===== config.mk =====
export PLATFORM = sky130hd
export DESIGN_NAME = invntt_ctrl
export DESIGN_NICKNAME = d
export VERILOG_FILES = /design/src/rtl/kyber_pkg.sv /design/src/rtl/invntt_addr_gen.sv /design/src/rtl/invntt_ctrl.sv
export SDC_FILE = /design/constraint.sdc
export NUM_CORES = 1
export LEC_CHECK = 0
export CAP_MARGIN = 5
export CORE_MARGIN = 2
export CORE_UTILIZATION = 40
export DETAILED_ROUTE_END_ITERATION = 16
export GPL_TIMING_DRIVEN = 0
export HOLD_SLACK_MARGIN = 0.15
export PLACE_DENSITY = 0.77
export SYNTH_ARGS = -nofsm -noshare
export SYNTH_HDL_FRONTEND = slang
export SYNTH_SLANG_ARGS = --single-unit

===== constraint.sdc =====
create_clock -name clk -period 3.75 [get_ports clk]
set_clock_uncertainty 0.1 [all_clocks]
set_input_delay 0.75 -clock clk [delete_from_list [all_inputs] [get_ports clk]]
set_output_delay 0.75 -clock clk [all_outputs]
set_load 0.01 [all_outputs]

===== src/rtl/kyber_pkg.sv =====
// Shared constants and types for the Kyber inverse-NTT sequencing logic.
package kyber_pkg;

   localparam int KYBER_N      = 256;
   localparam int NUM_LAYERS   = 7;
   localparam int ZETA_START   = 127;
   localparam int ADDR_W       = 8;
   localparam int COEF_W       = 16;
   localparam int ZETA_W       = 7;
   localparam int LAYER_W      = 3;
   localparam int BF_PER_LAYER = KYBER_N / 2;

   typedef enum logic [1:0] {
      IDLE   = 2'd0,
      RUN    = 2'd1,
      DRAIN  = 2'd2,
      FINISH = 2'd3
   } state_t;

endpackage


===== src/rtl/invntt_addr_gen.sv =====
// Butterfly address / zeta index generator for the Gentleman-Sande inverse NTT.
// Outputs are registered on each advance and hold their value otherwise.
module invntt_addr_gen
   import kyber_pkg::*;
(
   input  logic              clk,
   input  logic              rst,
   input  logic              clear,
   input  logic              adv,
   output logic [ADDR_W-1:0] rd_addr_a,
   output logic [ADDR_W-1:0] rd_addr_b,
   output logic [ZETA_W-1:0] zeta_idx,
   output logic              layer_end,
   output logic              all_done
);

   logic [LAYER_W-1:0] layer;
   logic [ZETA_W-1:0]  bf;
   logic [ZETA_W-1:0]  zeta_cnt;
   logic [3:0]         sh;
   logic [ADDR_W-1:0]  len;
   logic [ADDR_W-1:0]  bf8;
   logic [ADDR_W-1:0]  j;
   logic               grp_end;

   // j = group * 2*len + offset within group; len = 2^(layer+1)
   always_comb begin
      sh        = {1'b0, layer} + 4'd1;
      len       = ADDR_W'(1) << sh;
      bf8       = {1'b0, bf};
      j         = ((bf8 >> sh) << (sh + 4'd1)) | (bf8 & (len - ADDR_W'(1)));
      grp_end   = (bf8 & (len - ADDR_W'(1))) == (len - ADDR_W'(1));
      layer_end = (bf == ZETA_W'(BF_PER_LAYER - 1));
      all_done  = (layer == LAYER_W'(NUM_LAYERS));
   end

   // Butterfly / layer / zeta counters and registered issue outputs
   always_ff @(posedge clk) begin
      if (rst) begin
         layer     <= '0;
         bf        <= '0;
         zeta_cnt  <= ZETA_W'(ZETA_START);
         rd_addr_a <= '0;
         rd_addr_b <= '0;
         zeta_idx  <= '0;
      end else if (clear) begin
         layer    <= '0;
         bf       <= '0;
         zeta_cnt <= ZETA_W'(ZETA_START);
      end else if (adv) begin
         rd_addr_a <= j;
         rd_addr_b <= j + len;
         zeta_idx  <= zeta_cnt;
         bf        <= bf + ZETA_W'(1);
         if (layer_end)
            layer <= layer + LAYER_W'(1);
         // zeta steps down once per group; the count runs across layers
         if (grp_end)
            zeta_cnt <= zeta_cnt - ZETA_W'(1);
      end
   end

endmodule


===== src/rtl/invntt_ctrl.sv =====
// Inverse NTT sequencer: walks 7 layers of 128 butterflies over the coefficient
// RAM, feeds an external butterfly unit and writes its results back.
//
//   state  | meaning
//   IDLE   | waiting for start
//   RUN    | issuing one butterfly per cycle (128 per layer)
//   DRAIN  | no issue; lets the layer's writes land before the next layer reads
//   FINISH | one-cycle done pulse
module invntt_ctrl
   import kyber_pkg::*;
#(
   parameter int BF_LAT  = 2,
   parameter int RAM_LAT = 1
)(
   input  logic                     clk,
   input  logic                     rst,
   input  logic                     start,
   output logic                     busy,
   output logic                     done,
   output logic [ADDR_W-1:0]        rd_addr_a,
   output logic [ADDR_W-1:0]        rd_addr_b,
   input  logic signed [COEF_W-1:0] rd_data_a,
   input  logic signed [COEF_W-1:0] rd_data_b,
   output logic [ZETA_W-1:0]        zeta_idx,
   input  logic signed [COEF_W-1:0] zeta_data,
   output logic                     bf_set,
   output logic signed [COEF_W-1:0] bf_f1,
   output logic signed [COEF_W-1:0] bf_f2,
   output logic signed [COEF_W-1:0] bf_zeta,
   input  logic signed [COEF_W-1:0] bf_r1,
   input  logic signed [COEF_W-1:0] bf_r2,
   output logic                     wr_en,
   output logic [ADDR_W-1:0]        wr_addr_a,
   output logic [ADDR_W-1:0]        wr_addr_b,
   output logic signed [COEF_W-1:0] wr_data_a,
   output logic signed [COEF_W-1:0] wr_data_b
);

   localparam int PIPE_LEN  = RAM_LAT + BF_LAT;
   localparam int DRAIN_CYC = PIPE_LEN + 1;

   state_t              state;
   state_t              state_n;
   logic                adv;
   logic                clear;
   logic                layer_end;
   logic                all_done;
   logic                iss_vld;
   logic [7:0]          drain_cnt;
   logic [PIPE_LEN-1:0] vld_sr;
   logic [ADDR_W-1:0]   addr_a_sr [PIPE_LEN];
   logic [ADDR_W-1:0]   addr_b_sr [PIPE_LEN];

   invntt_addr_gen u_addr_gen (
      .clk       (clk),
      .rst       (rst),
      .clear     (clear),
      .adv       (adv),
      .rd_addr_a (rd_addr_a),
      .rd_addr_b (rd_addr_b),
      .zeta_idx  (zeta_idx),
      .layer_end (layer_end),
      .all_done  (all_done)
   );

   // State register and drain down-counter
   always_ff @(posedge clk) begin
      if (rst) begin
         state     <= IDLE;
         drain_cnt <= '0;
      end else begin
         state <= state_n;
         if (state == RUN && layer_end)
            drain_cnt <= 8'(DRAIN_CYC - 1);
         else if (state == DRAIN && drain_cnt != '0)
            drain_cnt <= drain_cnt - 8'd1;
      end
   end

   // Next-state and counter strobes
   always_comb begin
      state_n = state;
      adv     = 1'b0;
      clear   = 1'b0;
      case (state)
         IDLE: begin
            if (start) begin
               clear   = 1'b1;
               state_n = RUN;
            end
         end
         RUN: begin
            adv = 1'b1;
            if (layer_end)
               state_n = DRAIN;
         end
         DRAIN: begin
            if (drain_cnt == '0)
               state_n = all_done ? FINISH : RUN;
         end
         FINISH:  state_n = IDLE;
         default: state_n = IDLE;
      endcase
   end

   // Issue-valid and write-address delay line (stage k = issue delayed k+1)
   always_ff @(posedge clk) begin
      if (rst) begin
         iss_vld <= 1'b0;
         vld_sr  <= '0;
         for (int i = 0; i < PIPE_LEN; i++) begin
            addr_a_sr[i] <= '0;
            addr_b_sr[i] <= '0;
         end
      end else begin
         iss_vld      <= adv;
         vld_sr       <= {vld_sr[PIPE_LEN-2:0], iss_vld};
         addr_a_sr[0] <= rd_addr_a;
         addr_b_sr[0] <= rd_addr_b;
         for (int i = 1; i < PIPE_LEN; i++) begin
            addr_a_sr[i] <= addr_a_sr[i-1];
            addr_b_sr[i] <= addr_b_sr[i-1];
         end
      end
   end

   // Status, butterfly operands and write port; data is zeroed when not valid
   always_comb begin
      busy      = (state == RUN) || (state == DRAIN);
      done      = (state == FINISH);
      bf_set    = vld_sr[RAM_LAT-1];
      bf_f1     = bf_set ? rd_data_a : '0;
      bf_f2     = bf_set ? rd_data_b : '0;
      bf_zeta   = bf_set ? zeta_data : '0;
      wr_en     = vld_sr[PIPE_LEN-1];
      wr_addr_a = addr_a_sr[PIPE_LEN-1];
      wr_addr_b = addr_b_sr[PIPE_LEN-1];
      wr_data_a = wr_en ? bf_r1 : '0;
      wr_data_b = wr_en ? bf_r2 : '0;
   end

endmodule


==> impl_results.md <==
- Detailed Routing Iterations Pass 1: 5
- Final cell count without fillers: between 900 and 1000
- Critical path peak fanout: 6
- Post-CTS Hold Fix Bufs: 0
- Top post-synthesis cells by area: dfxtp_1 (38%), and2_1 (11%), ha_1 (6.3%)
- CTS tree: done
- Die W: between 100 and 150 µm
- Outcome: completed
- WL/cell: approximately 16 µm
- PortBufs: roughly 200
- CTS H-tree lvls: 3
- Placed cell count: between 900 and 1000
- Std cell rows: 42
- Vias in the first global route: 4685
- DRC: 0
- CP Launch Type: flop
- Rel. slew slack: 50.9%
- CTS Buf Count: 9
- First DRT Iteration DRCs: 242
- Root buffer cell: clkbuf_16
- # clock sinks: about 100
- Global-route usage over all layers: between 20% and 30%
- Period minus WS final: 3.60 ns
- Share of layout cells above drive strength 1: approximately a tenth
- # diodes: 0
- Final nets: 926
- Worst skew pair latency: roughly 0.35 ns
- Worst Max-Slew Pin Slew: 0.737 ns
- Max Cap Violations: 0
- Cell taking the most area after synthesis: dfxtp_1
- Die Y: approximately 120 µm
- CP Class: reg2reg
- Layout area overhead: 50.1%
- Period utilisation layout: roughly 96%
- Final hold vios: 0
- Maximum clock path buffer count: 2
- Top cell type's share of synthesized area: 38.0%
- Synth cell types: 69
- DP Worst Slack: -0.532 ns
- PwrDens: 394 nW/µm²
- Io pins: 206
- Post-Syn Nets: 707
- Gr ovfl total: 0
- Antenna violations before repair: 0
- Total wire length: ~16 mm
- Post-synth ARST share: 0%
- Routed vias: 4912
- Static leakage: approximately 3.2 nW
- DRT antenna net count: 0
- Die ar.: 14400 µm²
- Syn avg cell area: about 9 µm²
- Yosys warns: 0
- Final slew viol count: 0
- Final Setup Violations: 0
- Clock slew at reported path FFs: 0.08 ns
- Max IR drop VDD: 0.385 mV
- Setup ws final: around 0.15 ns
- Post-synth top cells: dfxtp_1 (102), and2_1 (91), nor2_1 (54)
- Vias per cell: between 4 and 5
- R2R Setup Slk: ~0.15 ns
- Endpoint class of the critical path: flop
- Largest net degree at the start of global routing: 22
- Core Region: 13200 µm²
- Worst EP arrival: 3.74 ns
- Initial Util: around two fifths
- First-pass GRT wire length: around 25 mm
- Crit path required time: 3.89 ns
- Number of synthesized flops with an enable pin: 0
- Top FF cell, synth: dfxtp_1
- Syn Std Cell Area: 5380 µm²
- Cells after synthesis: around 600
- Sequential fraction of the synthesis area: around 38%
- Fmax: 278 MHz
- Post-synthesis register bit count: ~100
- GPL Wtd Cong: 0.900
- Detailed placement HPWL: 12.2 mm
- Hold/Removal Path Class: reg2reg
- Top-count cell post-synth: dfxtp_1
==> final timing paths <==
check / start / end / cells after the start
worst max-delay path: u_addr_gen.layer[0]$_SDFFE_PP0P_ / u_addr_gen.rd_addr_b[7]$_SDFFE_PP0P_ / 13
worst min-delay path: addr_b_sr[0][2]$_SDFF_PP0_ / addr_b_sr[0][10]$_SDFF_PP0_ / 1
worst min register to register: addr_b_sr[0][2]$_SDFF_PP0_ / addr_b_sr[0][10]$_SDFF_PP0_ / 1
worst max register to register: u_addr_gen.layer[0]$_SDFFE_PP0P_ / u_addr_gen.rd_addr_b[7]$_SDFFE_PP0P_ / 13
==> critical path: stages (launching register included) <==
cell       delay, ns
dfxtp_1         0.39
ha_1            0.23
ha_1            0.38
a21boi_2        0.35
and2_1          0.26
nor4_1          0.06
o21ai_0         0.38
nand2_1         0.11
ha_1            0.35
o21ai_0         0.09
nor2_1          0.18
a211oi_2        0.11
o2111a_1        0.16
a2111oi_2       0.33
==> placed cells by master (no fill, tap or decap), types with 4 or more instances in the layout <==
master           instances
a211oi_1                 6
a21o_1                   7
a21oi_1                 18
a311oi_1                 6
and2_1                  91
buf_4                   22
buf_6                    7
clkbuf_1                19
clkbuf_16                9
clkdlybuf4s50_1        204
dfxtp_1                101
ha_1                    23
inv_1                   16
mux2i_1                 19
nand2_1                 18
nand2b_1                 5
nand3_1                  9
nor2_1                  54
nor2b_1                 53
nor3_1                   8
nor4_1                   6
o211ai_1                 4
o21ai_0                  6
o21ai_1                  7
or3_1                    4
or4_1                    4
xnor2_1                  9
xor2_1                   7
==> power breakdown <==
part / total, mW / switching [mW] / leakage [nW] / internal (mW)
registers: 1.27 / 0.0751 / 0.828 / 1.20
logic: 0.959 / 0.451 / 2.19 / 0.509
clock network: 0.945 / 0.466 / 0.151 / 0.479
==> kinds of logic (layout without fill, tap and decap cells) <==
| kind of cell | Yosys count | after routing | synth area share (%) |
|---|---|---|---|
| compound gates | 88 | 88 | 12.6 |
| xor+xnor | 16 | 16 | 2.61 |
| fa+ha+maj | 28 | 28 | 6.66 |
| buf+inv | 68 | 292 | 7.07 |
| flops | 102 | 102 | 38.0 |
| mux | 21 | 21 | 3.96 |
| simple gates | 273 | 273 | 29.2 |
==> repair_timing <==
action | in CTS | in global routing
endpoints found under the setup margin | 6 | 4
pin swaps | 0 | 5
setup buffers | 0 | 5
gates resized for setup | 9 | 19
==> layout make-up <==
type	instances	area [µm²]
Buffer	50	329
Fill cell	1120	5120
Tap cell	176	220
Sequential cell	102	2050
Inverter	17	67.6
Clock buffer	9	225
Multi-Input combinational cell	426	3020
Clock inverter	7	83.8
Timing Repair Buffer	209	2080
==> metrics by stage <==
| stage | total power [mW] | hold WS [ns] | area (µm²) | util [%] | setup TNS [ns] |
|---|---|---|---|---|---|
| floorplan | 1.78 | 0.314 | 5380 | - | 0 |
| global placement | 2.23 | 0.316 | 7640 | 57.9 | -1.34 |
| detailed placement | 2.26 | 0.320 | 7640 | 57.9 | -1.58 |
| CTS | 3.20 | 0.330 | 7960 | 60.4 | 0 |
| global route | 3.34 | 0.351 | 8070 | 61.2 | -0.0231 |
| finish | 3.18 | 0.332 | 8070 | 61.2 | 0 |
==> sequential cells by signal, summed over array words and instances (netlist names), 3 cells and up <==
name / flops
addr_a_sr: 24
addr_b_sr: 24
drain_cnt: 8
u_addr_gen.bf: 7
u_addr_gen.layer: 3
u_addr_gen.rd_addr_a: 8
u_addr_gen.rd_addr_b: 8
u_addr_gen.zeta_cnt: 7
u_addr_gen.zeta_idx: 7
vld_sr: 3
==> layer usage <==
metal	wire, µm	track usage, %	vias up
li1	-	-	2441
met1	6690	26.5	2290
met2	7800	37.9	157
met3	891	5.04	24
met4	305	5.66	0
met5	0	0	-
No activity file was read; power rests on OpenSTA's default activity.
